===== src/rtl/tx_sched_pkg.sv =====
// Package: tx_sched_pkg
// Shared constants and types for the transmit frame scheduler.
//   HDR_DATA / HDR_CTRL : 2-bit frame headers (idle frames use HDR_CTRL).
//   frame_kind_e        : outcome of one arbitration decision.
package tx_sched_pkg;

  localparam logic [1:0] HDR_DATA = 2'b01;
  localparam logic [1:0] HDR_CTRL = 2'b10;

  typedef enum logic [1:0] {
    KIND_IDLE,
    KIND_CTRL,
    KIND_DATA
  } frame_kind_e;

endpackage


===== src/rtl/tx_frame_sched_if.sv =====
// Interface: tx_frame_sched_if
// Bundles the requester handshakes and the beat output of tx_frame_sched.
//   data_valid/data_ready/data_payload : user data frame offer
//   ctrl_valid/ctrl_ready/ctrl_payload : control frame offer (payload nonzero)
//   pause                              : remote flow control, gates data only
//   sof_out/data_out                   : beat stream towards the CRC stage
// Modports: master = requesters and beat consumer, slave = scheduler.
interface tx_frame_sched_if #(
  parameter int unsigned PAYLOAD_W = 242,
  parameter int unsigned DWIDTH    = 64
);

  logic                 data_valid;
  logic                 data_ready;
  logic [PAYLOAD_W-1:0] data_payload;
  logic                 ctrl_valid;
  logic                 ctrl_ready;
  logic [PAYLOAD_W-1:0] ctrl_payload;
  logic                 pause;
  logic                 sof_out;
  logic [DWIDTH-1:0]    data_out;

  modport master (
    output data_valid, data_payload, ctrl_valid, ctrl_payload, pause,
    input  data_ready, ctrl_ready, sof_out, data_out
  );

  modport slave (
    input  data_valid, data_payload, ctrl_valid, ctrl_payload, pause,
    output data_ready, ctrl_ready, sof_out, data_out
  );

endinterface


===== src/rtl/tx_beat_serializer.sv =====
// Module: tx_beat_serializer
// Slot counter plus frame-to-beat shift register. A frame presented on
// `frame` is captured in the decision cycle (slot == BEATS-1) and emitted
// MSB beat first over the next BEATS cycles.
// Ports:
//   clk, rst  : clock, synchronous active-high reset
//   frame     : frame to load in the decision cycle
//   decision  : high in the cycle where the next frame is chosen
//   sof_out   : registered, high on beat 0
//   data_out  : registered beat (top DWIDTH bits of the shift register)
module tx_beat_serializer #(
  parameter int unsigned FRAME_WIDTH = 256,
  parameter int unsigned DWIDTH      = 64
) (
  input  logic                   clk,
  input  logic                   rst,
  input  logic [FRAME_WIDTH-1:0] frame,
  output logic                   decision,
  output logic                   sof_out,
  output logic [DWIDTH-1:0]      data_out
);

  localparam int unsigned BEATS  = FRAME_WIDTH / DWIDTH;
  localparam int unsigned SLOT_W = (BEATS > 1) ? $clog2(BEATS) : 1;
  localparam logic [SLOT_W-1:0] SLOT_LAST = SLOT_W'(BEATS - 1);

  logic [SLOT_W-1:0]      slot;
  logic [FRAME_WIDTH-1:0] shreg;

  assign decision = (slot == SLOT_LAST);
  // The current beat is the top slice of the shift register itself, so
  // data_out comes straight from flops with no extra output stage.
  assign data_out = shreg[FRAME_WIDTH-1 -: DWIDTH];

  always_ff @(posedge clk) begin
    if (rst) begin
      slot    <= SLOT_LAST;
      shreg   <= '0;
      sof_out <= 1'b0;
    end else begin
      sof_out <= decision;
      if (decision) begin
        shreg <= frame;
        slot  <= '0;
      end else begin
        shreg <= shreg << DWIDTH;
        slot  <= slot + SLOT_W'(1);
      end
    end
  end

endmodule


===== src/rtl/tx_frame_sched.sv =====
// Module: tx_frame_sched
// Continuous transmit frame scheduler. Each frame slot one of control,
// data or idle is chosen (control over data, data blocked by pause, and a
// forced idle frame every CC_INTERVAL frames), assembled as
// {header, payload, CRC zeros} and streamed as BEATS beats with no gaps.
// Ports:
//   clk, rst : clock, synchronous active-high reset
//   bus      : tx_frame_sched_if.slave (requester handshakes, beat output)
//   stat_data_frames / stat_ctrl_frames / stat_idle_frames : 32-bit wrapping
//              decision counters, present only with TX_SCHED_STATS_EN defined
module tx_frame_sched
  import tx_sched_pkg::*;
#(
  parameter int unsigned FRAME_WIDTH = 256,
  parameter int unsigned DWIDTH      = 64,
  parameter int unsigned CRC_WIDTH   = 12,
  parameter int unsigned CC_INTERVAL = 1024
) (
  input  logic              clk,
  input  logic              rst,
  tx_frame_sched_if.slave   bus
`ifdef TX_SCHED_STATS_EN
  ,
  output logic [31:0]       stat_data_frames,
  output logic [31:0]       stat_ctrl_frames,
  output logic [31:0]       stat_idle_frames
`endif
);

  localparam int unsigned PAYLOAD_W = FRAME_WIDTH - 2 - CRC_WIDTH;
  localparam int unsigned CC_W      = $clog2(CC_INTERVAL);
  localparam logic [CC_W-1:0] CC_LAST = CC_W'(CC_INTERVAL - 1);

  logic                   decision;
  logic                   forced_idle;
  frame_kind_e            kind;
  logic [CC_W-1:0]        frame_cnt;
  logic [1:0]             hdr;
  logic [PAYLOAD_W-1:0]   payload;
  logic [FRAME_WIDTH-1:0] frame;

  always_comb begin
    forced_idle = (frame_cnt == CC_LAST);
    kind        = KIND_IDLE;
    if (!forced_idle) begin
      if (bus.ctrl_valid)
        kind = KIND_CTRL;
      else if (bus.data_valid && !bus.pause)
        kind = KIND_DATA;
    end
  end

  always_comb begin
    hdr     = HDR_CTRL;
    payload = '0;
    unique case (kind)
      KIND_DATA: begin
        hdr     = HDR_DATA;
        payload = bus.data_payload;
      end
      KIND_CTRL: payload = bus.ctrl_payload;
      default:   payload = '0;
    endcase
    frame = {hdr, payload, {CRC_WIDTH{1'b0}}};
  end

  assign bus.data_ready = !rst && decision && (kind == KIND_DATA);
  assign bus.ctrl_ready = !rst && decision && (kind == KIND_CTRL);

  // Counts every emitted frame; the decision that sees CC_LAST is the
  // forced idle one and restarts the count.
  always_ff @(posedge clk) begin
    if (rst)
      frame_cnt <= '0;
    else if (decision)
      frame_cnt <= forced_idle ? '0 : frame_cnt + CC_W'(1);
  end

`ifdef TX_SCHED_STATS_EN
  always_ff @(posedge clk) begin
    if (rst) begin
      stat_data_frames <= '0;
      stat_ctrl_frames <= '0;
      stat_idle_frames <= '0;
    end else if (decision) begin
      unique case (kind)
        KIND_DATA: stat_data_frames <= stat_data_frames + 32'd1;
        KIND_CTRL: stat_ctrl_frames <= stat_ctrl_frames + 32'd1;
        default:   stat_idle_frames <= stat_idle_frames + 32'd1;
      endcase
    end
  end
`endif

  tx_beat_serializer #(
    .FRAME_WIDTH (FRAME_WIDTH),
    .DWIDTH      (DWIDTH)
  ) u_serializer (
    .clk      (clk),
    .rst      (rst),
    .frame    (frame),
    .decision (decision),
    .sof_out  (bus.sof_out),
    .data_out (bus.data_out)
  );

endmodule


===== src/flat_wrapper.sv =====
// flat-port wrapper written by rule: the top's interface ports become plain ports
module tx_frame_sched_flat import tx_sched_pkg::*;
#(
  parameter int unsigned FRAME_WIDTH = 256,
  parameter int unsigned DWIDTH      = 64,
  parameter int unsigned CRC_WIDTH   = 12,
  parameter int unsigned CC_INTERVAL = 1024
)
  (clk, rst, bus_data_valid, bus_data_payload, bus_ctrl_valid, bus_ctrl_payload, bus_pause, bus_data_ready, bus_ctrl_ready, bus_sof_out, bus_data_out);
  tx_frame_sched_if #(.PAYLOAD_W(((256) - 2 - (12))), .DWIDTH(DWIDTH)) bus_i ();
  input  logic clk;
  input  logic rst;
  input wire logic [$bits(bus_i.data_valid)-1:0] bus_data_valid;
  input wire logic [$bits(bus_i.data_payload)-1:0] bus_data_payload;
  input wire logic [$bits(bus_i.ctrl_valid)-1:0] bus_ctrl_valid;
  input wire logic [$bits(bus_i.ctrl_payload)-1:0] bus_ctrl_payload;
  input wire logic [$bits(bus_i.pause)-1:0] bus_pause;
  output wire logic [$bits(bus_i.data_ready)-1:0] bus_data_ready;
  output wire logic [$bits(bus_i.ctrl_ready)-1:0] bus_ctrl_ready;
  output wire logic [$bits(bus_i.sof_out)-1:0] bus_sof_out;
  output wire logic [$bits(bus_i.data_out)-1:0] bus_data_out;
  assign bus_i.data_valid = bus_data_valid;
  assign bus_i.data_payload = bus_data_payload;
  assign bus_i.ctrl_valid = bus_ctrl_valid;
  assign bus_i.ctrl_payload = bus_ctrl_payload;
  assign bus_i.pause = bus_pause;
  assign bus_data_ready = bus_i.data_ready;
  assign bus_ctrl_ready = bus_i.ctrl_ready;
  assign bus_sof_out = bus_i.sof_out;
  assign bus_data_out = bus_i.data_out;
  tx_frame_sched #(.FRAME_WIDTH(FRAME_WIDTH), .DWIDTH(DWIDTH), .CRC_WIDTH(CRC_WIDTH), .CC_INTERVAL(CC_INTERVAL)) u_core (.clk(clk), .rst(rst), .bus(bus_i));
endmodule

===== config.mk =====
export PLATFORM = sky130hd
export DESIGN_NAME = tx_frame_sched_flat
export DESIGN_NICKNAME = d
export VERILOG_FILES = /design/src/rtl/tx_sched_pkg.sv /design/src/rtl/tx_frame_sched_if.sv /design/src/rtl/tx_beat_serializer.sv /design/src/rtl/tx_frame_sched.sv /design/src/flat_wrapper.sv
export SDC_FILE = /design/constraint.sdc
export NUM_CORES = 1
export LEC_CHECK = 0
export ABC_AREA = 1
export ABC_CLOCK_PERIOD_IN_PS = 1400
export CAP_MARGIN = 30
export CORE_AREA = 2 2 213 215
export CTS_CLUSTER_SIZE = 24
export DETAILED_ROUTE_END_ITERATION = 7
export DIE_AREA = 0 0 215 217
export REMOVE_ABC_BUFFERS = 1
export SYNTH_ARGS = -nofsm -noshare
export SYNTH_HDL_FRONTEND = slang
export SYNTH_SLANG_ARGS = --single-unit

===== constraint.sdc =====
create_clock -name clk -period 1.4 [get_ports clk]
set_input_delay 0.14 -clock clk [delete_from_list [all_inputs] [get_ports clk]]
set_output_delay 0.14 -clock clk [all_outputs]
set_load 0.1 [all_outputs]

==> results.ini <==
[place]
io_buffers = 555
postPlaceCellArea_sq_um = 19700
dpl.hpwl_microns = 35400
pre_cts_slack_ps = -421
place_inst = 3028
routabilityCongestion = 0.940

[route]
first_pass_iters = 5
wl_per_cell_microns = 16.2
route.antenna.remaining_nets = 0
finalWirelength_microns = 50400
vias = 14200
drtIter0Drc = 865
drc = 0
via_per_inst = 4.57

[synthesis]
synth_seq_cells = 257
synth-warning-count = 0
synthMostInstantiatedCell = nand3_1
ys_top_cells_by_count = nand3_1, nand2_1, nor2_1, dfxtp_1, inv_1
synthDistinctLibCells = 23
ys_seq_area_share_pct = 40.2
netlist_area_sq_um = 12800
synthCells = 1983
synth_area_leaders = dfxtp_1, nand3_1, nand2_1, nor2_1, inv_1
synth_top_area_share_pct = 40.2
synth_area_per_cell_sq_um = 6.45
synthFlopType = dfxtp_1
synth-edff-count = 0
async_flop_share_pct = 0
yosys.area.top_type = dfxtp_1

[global_route]
met1_usage_pct = 24.0
gr-usage-met2_pct = 36.7
grt_use_met3_pct = 3.52
grt_pass1_wl_microns = 74800
grt-ovfl-total = 0
gr-usage-all-layers_pct = 20.1
grt-busiest-layer = met2
antenna_found_initial = 0
grt_max_degree = 90
grt_pass1_vias = 13900

[setup_path]
cp-endpoint = bus_data_ready
ff2ff_setup_slack_ps = -490
cp.buffers_inverters = 2
r2r_cells = 12
slowest_stage = dfxtp_2
critical_path.max_stage_delay_ps = 360
r2r-start = u_core.frame_cnt[0]
crit_fanout = 3
worstReg2RegEnd = u_core.u_serializer.shreg[117]
worst-path-stages = 8
crit_type = reg2out
crit_chain = ha_4, nand3_4, nor2_4, nand2_8, nand2_4, nor2_4, buf_12, buf_12
cp.arrival_ps = 1800
crit_required_ps = 1260
critPathLaunch = u_core.frame_cnt[0]
endpoint_kind = output port
critical_path.top_delay_family = simple AND/OR/NAND/NOR gates
critPathLaunchType = register

[final_layout]
areaGrowthSynthToFinish_pct = 73.0
drive_above_1_share_pct = 16.8
n_antenna_cell = 0
nNetsFinal = 2981
final_area_sq_um = 22100
instances_no_fill = 3113
fillers = 4376

[sta]
worstMarginPinSlew_ps = 504
rsz0062_at_grt = true
finClkSkew_ps = 14.5
drv_slew = 0
max-slew-margin-rel_pct = 66.4
fin_crit_sh_pct = 138
setup_violations = 249
fin_crit_ps = 1940
timing.hold.ws_ps = -215
fin_ws_ps = -536
hold_viol_final = 1
fmax_mhz = 516

[clocking]
cts_made_buffers = 31
htree_levels = 1
clkTransAtPathRegs_ps = 60
clock-sinks = 257
cts_tree = done
clk_latency_ps = 560
cts.root.buffer_cell = clkbuf_16
cts.path.max_buffers = 3

[pwr]
leakagePower_nw = 10.3
finalPower_mw = 24.3
peakVddDrop_mv = 0.645
power.density_nw_per_um2 = 1100

[die]
io_pins = 556
start_util_pct = 28.6
die_area_sq_um = 46700
chipHeight_microns = 217
rows = 78
core-area_sq_um = 44700
dieWidth_microns = 215

[run_status]
violations = negative hold slack, negative setup slack
status = complete, but fails checks

[worst_hold_path]
worstHoldStart = rst
hold_class = in2reg

[flow_run]
drv_cap = 0

-- repair_timing --
item,4_1_cts,5_1_grt
setup endpoints to repair,251,253
hold endpoints to repair,1,1
gates resized for setup,47,159
setup buffers,8,8
pin swaps,13,39
gates cloned,5,10
-- sequential cells by signal, summed over array words and instances (netlist names) --
signal / flops
u_core.u_serializer.slot: 2
u_core.u_serializer.shreg: 244
u_core.u_serializer.sof_out: 1
u_core.frame_cnt: 10
-- layer usage --
metal | vias to the layer above | wire [microns]
met5 | - | 0
met4 | 0 | 1440
met3 | 87 | 2980
met2 | 498 | 25600
met1 | 6481 | 20500
li1 | 7159 | -
-- power breakdown --
group          internal [mW]  leakage, nW  total, mW  switching, mW
registers               8.10         2.12       8.46          0.358
logic                   3.56         7.71       7.98           4.42
clock network           4.63        0.485       7.89           3.25
-- cells in the final DEF (no fill, tap or decap), types with 3 or more instances in the layout --
| master | n |
|---|---|
| buf_16 | 7 |
| dfxtp_1 | 253 |
| buf_8 | 3 |
| nor2_4 | 3 |
| inv_1 | 183 |
| nor2_1 | 370 |
| buf_12 | 93 |
| clkbuf_8 | 4 |
| buf_6 | 18 |
| nand3_2 | 117 |
| bufbuf_16 | 3 |
| clkbuf_16 | 41 |
| buf_4 | 73 |
| nand3_1 | 421 |
| nand2_1 | 360 |
| xor2_1 | 3 |
| clkinv_2 | 8 |
| a21oi_1 | 4 |
| nand2_2 | 27 |
| clkdlybuf4s50_1 | 486 |
| clkbuf_1 | 5 |
| dfxtp_2 | 4 |
| clkinvlp_4 | 4 |
-- how the worst min path moves through the flow --
stage                                  end  slack, ps  depth (start not counted)
6_report       u_core.u_serializer.sof_out       -210                          2
5_1_grt        u_core.u_serializer.sof_out       -220                          2
4_1_cts        u_core.u_serializer.sof_out       -230                          2
3_5_place_dp   u_core.u_serializer.sof_out        380                          2
3_3_place_gp   u_core.u_serializer.sof_out        370                          2
2_1_floorplan          u_core.frame_cnt[1]        210                          1
-- cells by family (layout without fill, tap and decap cells) --
logic type      Yosys count  after routing  synth area share, %
simple gates           1310           1310                 44.0
buf+inv                 404            934                 15.1
flops                   257            257                 40.2
compound gates            6              6                0.235
xor+xnor                  4              4                0.274
fa+ha+maj                 2              2                0.196
-- layout make-up --
cell class	count	area (sq um)	share of cell area, %
flip-flops and latches	257	5150	23.3
inverters	185	694	3.14
well taps	600	751	3.39
repair buffers	693	8060	36.4
clock buffers	40	850	3.84
clock inverters	16	148	0.667
multi-input cells	1322	6470	29.2
-- per-stage QoR --
stage                     util [%]  TNS (ps)
after floorplan                  -  -1676630
after global placement        44.1    -77610
after detailed placement      44.1    -80270
after CTS                     47.2    -82700
after global routing          49.5   -108210
final                         49.5    -89970
No activity file was read; power rests on OpenSTA's default activity.
